--- src/rtl/md_sequencer.sv ---
// md_sequencer: iterative RV32M multiply/divide unit for the EX stage.
// A single shared shift/add-subtract datapath produces one radix-2 step per
// cycle. EX is held through `stall` until the registered `result` is valid,
// which is signalled by a one-cycle `done` pulse.
//
// Ports:
//   clk     - rising-edge clock
//   rst_n   - asynchronous active-low reset
//   start   - EX holds a valid M-extension instruction
//   funct3  - operation select (mul/mulh/mulhsu/mulhu/div/divu/rem/remu)
//   op_a    - rs1 value
//   op_b    - rs2 value
//   flush   - EX flush; aborts any operation in progress
//   stall   - hold IF/ID/EX registers
//   busy    - operation in progress (state is not IDLE)
//   done    - result valid this cycle (one-cycle pulse)
//   result  - registered result, held until the next acceptance
module md_sequencer #(
    parameter int XLEN = 32
) (
    input  logic            clk,
    input  logic            rst_n,
    input  logic            start,
    input  logic [2:0]      funct3,
    input  logic [XLEN-1:0] op_a,
    input  logic [XLEN-1:0] op_b,
    input  logic            flush,
    output logic            stall,
    output logic            busy,
    output logic            done,
    output logic [XLEN-1:0] result
);

    typedef enum logic [1:0] {
        S_IDLE,
        S_CALC,
        S_FIX,
        S_DONE
    } state_e;

    state_e          state_q, state_d;
    logic [2:0]      func_q, func_d;
    logic [XLEN-1:0] hi_q, hi_d;     // product high word / partial remainder
    logic [XLEN-1:0] lo_q, lo_d;     // multiplier-product low word / quotient
    logic [XLEN-1:0] opb_q, opb_d;   // multiplicand / divisor magnitude
    logic            neg_q, neg_d;
    logic [5:0]      cnt_q, cnt_d;
    logic [XLEN-1:0] result_q, result_d;

    // ---------------- operand decode (used on acceptance) ----------------
    logic            a_signed, b_signed, sa, sb, neg_in;
    logic            div_zero, sgn_ovf, special;
    logic [XLEN-1:0] a_mag, b_mag, special_res;
    logic [XLEN-1:0] int_min;

    assign int_min  = {1'b1, {(XLEN-1){1'b0}}};
    assign a_signed = funct3[2] ? ~funct3[0] : (funct3[1:0] != 2'b11);
    assign b_signed = funct3[2] ? ~funct3[0] : ~funct3[1];
    assign sa       = a_signed & op_a[XLEN-1];
    assign sb       = b_signed & op_b[XLEN-1];
    // Two's-complement negation of the most negative value yields the same
    // bit pattern, which read as unsigned is exactly its magnitude.
    assign a_mag    = sa ? (~op_a + 1'b1) : op_a;
    assign b_mag    = sb ? (~op_b + 1'b1) : op_b;
    // Remainder follows the dividend's sign; everything else is sa ^ sb.
    assign neg_in   = (funct3[2] & funct3[1]) ? sa : (sa ^ sb);

    assign div_zero = funct3[2] & (op_b == '0);
    assign sgn_ovf  = funct3[2] & ~funct3[0] & (op_a == int_min) & (op_b == '1);
    assign special  = div_zero | sgn_ovf;

    always_comb begin
        special_res = '0;
        if (div_zero) begin
            special_res = funct3[1] ? op_a : '1;
        end else if (sgn_ovf) begin
            special_res = funct3[1] ? '0 : int_min;
        end
    end

    // ---------------- shared radix-2 step ----------------
    logic [XLEN:0]   mul_sum;
    logic [XLEN:0]   div_shift;
    logic            div_ge;
    logic [XLEN-1:0] step_hi, step_lo;

    always_comb begin
        mul_sum   = {1'b0, hi_q} + (lo_q[0] ? {1'b0, opb_q} : '0);
        div_shift = {hi_q, lo_q[XLEN-1]};
        div_ge    = (div_shift >= {1'b0, opb_q});
        if (func_q[2]) begin
            // Restoring divide: trial subtract, keep it only if non-negative.
            step_hi = div_ge ? (div_shift[XLEN-1:0] - opb_q) : div_shift[XLEN-1:0];
            step_lo = {lo_q[XLEN-2:0], div_ge};
        end else begin
            // Shift-add multiply: carry of the add shifts into the high word.
            step_hi = mul_sum[XLEN:1];
            step_lo = {mul_sum[0], lo_q[XLEN-1:1]};
        end
    end

    // ---------------- sign fix-up / word select ----------------
    logic [2*XLEN-1:0] prod_neg;
    logic [XLEN-1:0]   fix_word;
    logic [XLEN-1:0]   sel_word;

    always_comb begin
        prod_neg = -{hi_q, lo_q};
        sel_word = '0;
        fix_word = '0;
        case (func_q)
            3'b000:                 fix_word = neg_q ? prod_neg[XLEN-1:0] : lo_q;
            3'b001, 3'b010, 3'b011: fix_word = neg_q ? prod_neg[2*XLEN-1:XLEN] : hi_q;
            default: begin
                sel_word = func_q[1] ? hi_q : lo_q;
                fix_word = neg_q ? (~sel_word + 1'b1) : sel_word;
            end
        endcase
    end

    // ---------------- FSM ----------------
    always_comb begin
        state_d  = state_q;
        func_d   = func_q;
        hi_d     = hi_q;
        lo_d     = lo_q;
        opb_d    = opb_q;
        neg_d    = neg_q;
        cnt_d    = cnt_q;
        result_d = result_q;
        stall    = 1'b0;

        case (state_q)
            S_IDLE: begin
                if (start && !flush) begin
                    stall  = 1'b1;
                    func_d = funct3;
                    hi_d   = '0;
                    lo_d   = a_mag;
                    opb_d  = b_mag;
                    neg_d  = neg_in;
                    cnt_d  = '0;
                    if (special) begin
                        result_d = special_res;
                        state_d  = S_DONE;
                    end else begin
                        state_d  = S_CALC;
                    end
                end
            end
            S_CALC: begin
                stall = 1'b1;
                hi_d  = step_hi;
                lo_d  = step_lo;
                cnt_d = cnt_q + 6'd1;
                if (cnt_q == 6'(XLEN-1)) begin
                    state_d = S_FIX;
                end
            end
            S_FIX: begin
                stall    = 1'b1;
                result_d = fix_word;
                state_d  = S_DONE;
            end
            S_DONE: begin
                state_d = S_IDLE;
            end
            default: begin
                state_d = S_IDLE;
            end
        endcase

        // Abort wins over everything, and never disturbs the held result.
        if (flush) begin
            state_d  = S_IDLE;
            result_d = result_q;
        end
    end

    always_ff @(posedge clk or negedge rst_n) begin
        if (!rst_n) begin
            state_q  <= S_IDLE;
            func_q   <= '0;
            hi_q     <= '0;
            lo_q     <= '0;
            opb_q    <= '0;
            neg_q    <= 1'b0;
            cnt_q    <= '0;
            result_q <= '0;
        end else begin
            state_q  <= state_d;
            func_q   <= func_d;
            hi_q     <= hi_d;
            lo_q     <= lo_d;
            opb_q    <= opb_d;
            neg_q    <= neg_d;
            cnt_q    <= cnt_d;
            result_q <= result_d;
        end
    end

    assign busy   = (state_q != S_IDLE);
    assign done   = (state_q == S_DONE);
    assign result = result_q;

endmodule

--- config.mk ---
export PLATFORM = sky130hd
export DESIGN_NAME = md_sequencer
export DESIGN_NICKNAME = d
export VERILOG_FILES = /design/src/rtl/md_sequencer.sv
export SDC_FILE = /design/constraint.sdc
export NUM_CORES = 1
export LEC_CHECK = 0
export CAP_MARGIN = 15
export CORE_MARGIN = 4
export CORE_UTILIZATION = 35
export CTS_CLUSTER_SIZE = 12
export DETAILED_ROUTE_END_ITERATION = 12
export PLACE_DENSITY = 0.58
export SYNTH_ARGS = -nofsm -noshare
export SYNTH_HDL_FRONTEND = slang
export SYNTH_SLANG_ARGS = --single-unit
--- constraint.sdc ---
create_clock -name clk -period 6 [get_ports clk]
set_clock_uncertainty 0.2 [all_clocks]
set_input_delay 1.5 -clock clk [delete_from_list [all_inputs] [get_ports clk]]
set_output_delay 1.5 -clock clk [all_outputs]
set_load 0.05 [all_outputs]
# After elaboration in Yosys (flattened, before gate mapping)

Cells that the tools add are included.

Bits in registers: 140
Output and inout bits: 35

$add $sub $neg: 7
$lt $le $gt $ge: 1
Equality and inequality tests: 14
Mux-type cells: 34
Bitwise gates (word level): 15
Reductions and logical operators: 14

Operators with widths:

| operator                                      | number |
|---|---|
| 2-to-1 mux 32 bit                             | 18 |
| one-hot mux 32 bit (2 select lines)           | 4 |
| adder 32 x 1 -> 32 bit, second input constant | 3 |
| inverter 32 bit                               | 3 |
| == test 32 bit, second input constant         | 2 |
| negator 64 bit                                | 1 |
| adder 32 x 32 -> 33 bit                       | 1 |
| >= comparator 33 x 32 -> 1 bit                | 1 |
| logical NOT 32 bit                            | 1 |
| subtractor 32 bit                             | 1 |
| one-hot mux 6 bit (2 select lines)            | 1 |
| 2-to-1 mux 2 bit                              | 4 |
| one-hot mux 2 bit (4 select lines)            | 1 |
| AND 1 bit                                     | 7 |
| adder 6 x 1 -> 6 bit, second input constant   | 1 |
| == test 3 x 2 -> 1 bit, second input constant | 2 |
| == test 6 x 5 -> 1 bit, second input constant | 1 |
| 2-to-1 mux 6 bit                              | 1 |
| != test 2 bit, second input constant          | 3 |
| != test 3 bit, second input constant          | 2 |
| AND reduction 2 bit                           | 3 |
| nonzero test 2 bit                            | 3 |
| == test 2 bit, second input constant          | 2 |
| 2-to-1 mux 1 bit                              | 4 |
| other kinds (13)                              | 15 |

# Depth between registers and ports, before layout

Word-level depth: 9
Gate-level depth with buffers: 14
Gate-level depth less buffers: 12

# Least setup slack after synthesis

Ideal clock, no wire load.

Path kind: reg-to-reg
Start point: reg func_q[1]
End point: reg result_q[28] (netlist: result[28])
Setup time: 0.082 ns
Arrival time: 4.365 ns
Path slack: 1.353 ns
Stages on the path, launching flop included: 15
Path buffers: 5
Period minus slack after synthesis: 4.647 ns
Path through: dfrtp_1 -> buf_2 -> buf_1 -> buf_1 -> clkbuf_1 -> buf_2 -> mux2i_1 -> ha_1 -> o221ai_1 -> or4_1 -> or3_1 -> nor4_1 -> mux2_2 -> o2111a_1 -> a31oi_1

Cells in the longest elaborated chain, start to end: 6
Elaborated cells between the ends (all ways): 11
Classes of those cells: 1 x add/sub; 3 x eq/ne; 4 x mux; 1 x bitwise; 2 x reduce/logical

Ends and longest elaborated chain:

| element                               | line | source |
|---|---|---|
| from (decl)                           | 42   | `logic [2:0] func_q, func_d;` |
| from (signal assigned)                | 192  | `func_q <= func_d;` |
| 2-to-1 mux 32 bit                     | 115  | `sel_word = func_q[1] ? hi_q : lo_q;` |
| inverter 32 bit                       | 116  | `fix_word = neg_q ? (~sel_word + 1'b1) : sel_word;` |
| adder 32 x 1 -> 32 bit                | 116  |  |
| 2-to-1 mux 32 bit                     | 116  |  |
| one-hot mux 32 bit (2 select lines) * | 111  | `case (func_q)` |
| one-hot mux 32 bit (2 select lines) * | 133  | `case (state_q)` |
| to (signal assigned)                  | 198  | `result_q <= result_d;` |
| to (decl)                             | 48   | `logic [XLEN-1:0] result_q, result_d;` |

Mark *: on every way between the ends. The rest lies on a longest branch, timed or not.
A chain may end at the register's enable or synchronous reset.

# Final worst setup path

Start point: in op_a[8]
End point: reg result_q[18] (netlist: result[18])

Cells in the longest elaborated chain, start to end: 8
Elaborated cells between the ends (all ways): 11
Classes of those cells: 2 x eq/ne; 5 x mux; 3 x bitwise; 1 x reduce/logical

Ends and longest elaborated chain:

| element                             | line | source |
|---|---|---|
| from (decl)                         | 25   | `input logic [XLEN-1:0] op_a,` |
| == test 32 bit *                    | 69   | `assign sgn_ovf = funct3[2] & ~funct3[0] & (op_a == int_min) & (op_b == '1);` |
| AND 1 bit * (2 in series)           | 69   |  |
| 2-to-1 mux 32 bit                   | 76   | `end else if (sgn_ovf) begin` |
| 2-to-1 mux 32 bit                   | 74   | `if (div_zero) begin` |
| 2-to-1 mux 32 bit                   | 143  | `if (special) begin` |
| 2-to-1 mux 32 bit                   | 135  | `if (start && !flush) begin` |
| one-hot mux 32 bit (2 select lines) | 133  |  |

Mark *: on every way between the ends. The rest lies on a longest branch, timed or not. The select of a mux whose other input is x is not followed.

==> impl_metrics.sql <==
INSERT INTO impl_metrics (metric_group, metric, value, unit) VALUES
('hold_path', 'worst_hold_path.endpoint', 'opb_q[14]', ''),
('clock_tree', 'cts-buffers-inserted', '17', ''),
('setup_path', 'r2r_endpoint', 'hi_q[16]', ''),
('drt', 'initialDrtViolationCount', '1795', ''),
('die', 'initial_util', '0.354', ''),
('cells_and_area', 'final_layout_size_suffix_gt1_frac', '0.0573', ''),
('clock_tree', 'cts_max_level', '4', ''),
('timing', 'clock.fmax', '0.179', 'GHz'),
('drt', 'route.final.wire_length', '58300', 'um'),
('yosys', 'post_syn_area_per_cell', '7.49', 'um^2'),
('drt', 'wl_per_cell', '22.0', 'um'),
('die', 'die_w', '217', 'um'),
('yosys', 'async_flop_share', '1.00', ''),
('timing', 'worst_pin_slew', '1.05', 'ns'),
('yosys', 'post-synth-top-area-cell', 'sky130_fd_sc_hd__dfrtp_1', ''),
('yosys', 'synth_top_cell_area_share', '0.229', ''),
('drt', 'avgViaCountPerCell', '6.07', ''),
('yosys', 'yosysWarningCount', '0', ''),
('drt', 'vias', '16000', ''),
('timing', 'maxSlewViolCount', '0', ''),
('place', 'gp_routability_congestion', '0.963', ''),
('power', 'power_frac_clock', '0.107', ''),
('yosys', 'synth_cell_type_count', '75', ''),
('timing', 'final_min_period_over_clock_period', '0.934', ''),
('yosys', 'post_synth_inst_count', '2039', ''),
('cells_and_area', 'antennaDiodeCount', '0', ''),
('power', 'combPwrFrac', '0.687', ''),
('cells_and_area', 'design.final.nets', '2192', ''),
('clock_tree', 'post-cts-setup-buffer-count', '0', ''),
('setup_path', 'cp-start-kind', 'input pin', ''),
('die', 'die_h', '217', 'um'),
('grt', 'groute.usage.overall', '0.242', ''),
('grt', 'vias_in_the_first_global_route', '15400', ''),
('power', 'leakage', '6.89', 'nW'),
('cells_and_area', 'area.growth.synth_to_final', '13.8', '%'),
('clock_tree', 'cts_num_sinks', '140', ''),
('timing', 'period_minus_slack', '5.60', 'ns'),
('clock_tree', 'cts-root-to-sink-buffers', '2', ''),
('place', 'buffer_ports.inserted', '105', ''),
('yosys', 'netlist_top_cells_area', 'sky130_fd_sc_hd__dfrtp_1 (23%), sky130_fd_sc_hd__o21ai_0 (7.3%), sky130_fd_sc_hd__mux2i_1 (6.1%)', ''),
('outcome', 'outcome', 'complete, no violations', ''),
('die', 'fp.dieArea', '47000', 'um^2'),
('flow_run', 'max_cap_viol_count', '0', ''),
('setup_path', 'required', '6.17', 'ns'),
('yosys', 'seq_area_frac_synth', '0.229', ''),
('timing', 'hold_ws', '0.278', 'ns'),
('clock_tree', 'clk_latency', '0.47', 'ns'),
('cells_and_area', 'fillerInstances', '4462', ''),
('yosys', 'count_leader_synth', 'sky130_fd_sc_hd__nand2_1', ''),
('setup_path', 'r2r_start', 'hi_q[2]', ''),
('power', 'internal_power', '4.58', 'mW'),
('yosys', 'syn_area', '15300', 'um^2'),
('place', 'postPlaceCellArea', '16800', 'um^2'),
('power', 'share_seq_of_total_power', '0.206', ''),
('yosys', 'synth_edf_count', '0', ''),
('setup_path', 'path_max_fanout', '18', ''),
('timing', 'maxSlewHeadroom', '0.298', ''),
('setup_path', 'cp_data_arrival_time', '5.77', 'ns'),
('timing', 'setup_violations', '0', ''),
('drt', 'detail-route-antenna-nets', '0', ''),
('grt', 'grt_first_pass_wirelength', '90300', 'um'),
('clock_tree', 'cts_root_buffer', 'sky130_fd_sc_hd__clkbuf_16', ''),
('grt', 'antenna_found_initial', '0', ''),
('yosys', 'synth.ff_latch_count', '140', ''),
('hold_path', 'hold_class', 'reg2reg', ''),
('timing', 'grt_setup_unrepaired', 'false', ''),
('power', 'netSwitchingFraction', '0.558', ''),
('power', 'vdd_drop_max', '0.000251', 'V'),
('timing', 'timing_hold_violations_final', '0', ''),
('yosys', 'synthesis.nets', '2186', ''),
('clock_tree', 'post_cts.resized_instances', '0', '');
-- power by group through the flow --
stage / Clock (mW) / Combinational [mW] / Sequential (mW)
after floorplan: 0 / 5.03 / 1.93
final: 1.11 / 7.12 / 2.13
after global placement: 0 / 6.94 / 2.11
after detailed placement: 0 / 6.99 / 2.12
after CTS: 1.13 / 7.03 / 2.11
after global routing: 1.17 / 7.73 / 2.19
-- how the worst max path moves through the flow --
stage | end | startpoint
floorplan | result[28] | func_q[1]
global placement | result[18] | op_a[8]
detailed placement | result[24] | op_a[8]
CTS | result[18] | op_a[8]
global route | result[12] | op_a[8]
finish | result[18] | op_a[8]
-- routing by layer --
layer  up-vias  GRT usage  wire (um)
met5         -          0          0
met4         0      0.115       3100
met3       146     0.0441       4220
met2       775      0.386      26300
met1      7616      0.319      24700
li1       7497          -          -
-- stage by stage --
stage	worst slack (ns)	utilization	power [mW]	std cells
detailed placement	0.101	0.389	9.11	2611
floorplan	1.35	-	6.96	2039
global placement	0.290	0.389	9.05	2611
CTS	0.582	0.403	10.3	2643
finish	0.399	0.403	10.4	2643
global route	0.221	0.403	11.1	2643
-- layout by cell type (no fill, tap or decap), drive strengths merged, types with 71 or more instances in the layout --
cell type / n
inv: 71
xnor2: 91
nand2: 245
o21ai: 225
ha: 74
a21oi: 120
clkdlybuf4s50: 104
nor2: 152
dfrtp: 140
xor2: 88
mux2i: 93
-- registers in the layout (all words and copies together), names as in the netlist --
register and count:
cnt_q 6, func_q 3, hi_q 32, lo_q 32
neg_q 1, opb_q 32, result 32, state_q 2
-- worst max-delay path: stages --
cell and delay [ns]:
sky130_fd_sc_hd__clkdlybuf4s50_1 0.47, sky130_fd_sc_hd__or4_1 0.63, sky130_fd_sc_hd__nor4_1 0.59, sky130_fd_sc_hd__nand4_1 0.41, sky130_fd_sc_hd__o41ai_1 0.79, sky130_fd_sc_hd__a21o_1 0.61, sky130_fd_sc_hd__nand2_1 0.46, sky130_fd_sc_hd__o211ai_1 0.30
-- cell families (layout without fill, tap and decap cells) --
kind of cell             after synthesis  count (layout)  share of synthesized area
AO/OA/AOI/OAI                        633             633                      0.264
XOR/XNOR                             179             179                      0.103
adder cells (fa/ha/maj)               76              76                     0.0633
buffers and inverters                223             242                     0.0561
flip-flops                           140             140                      0.229
multiplexers                         107             107                     0.0713
AND/OR/NAND/NOR                      681             681                      0.213
-- layout make-up --
cell class	count	area, um^2	area share
clock buffers	18	439	0.0253
inverters	67	251	0.0145
flip-flops and latches	140	3510	0.202
clock inverters	14	159	0.00915
multi-input cells	1676	10900	0.630
repair buffers	143	1340	0.0770
well taps	585	732	0.0421
Note: power is estimated with default switching activity, not from simulation.
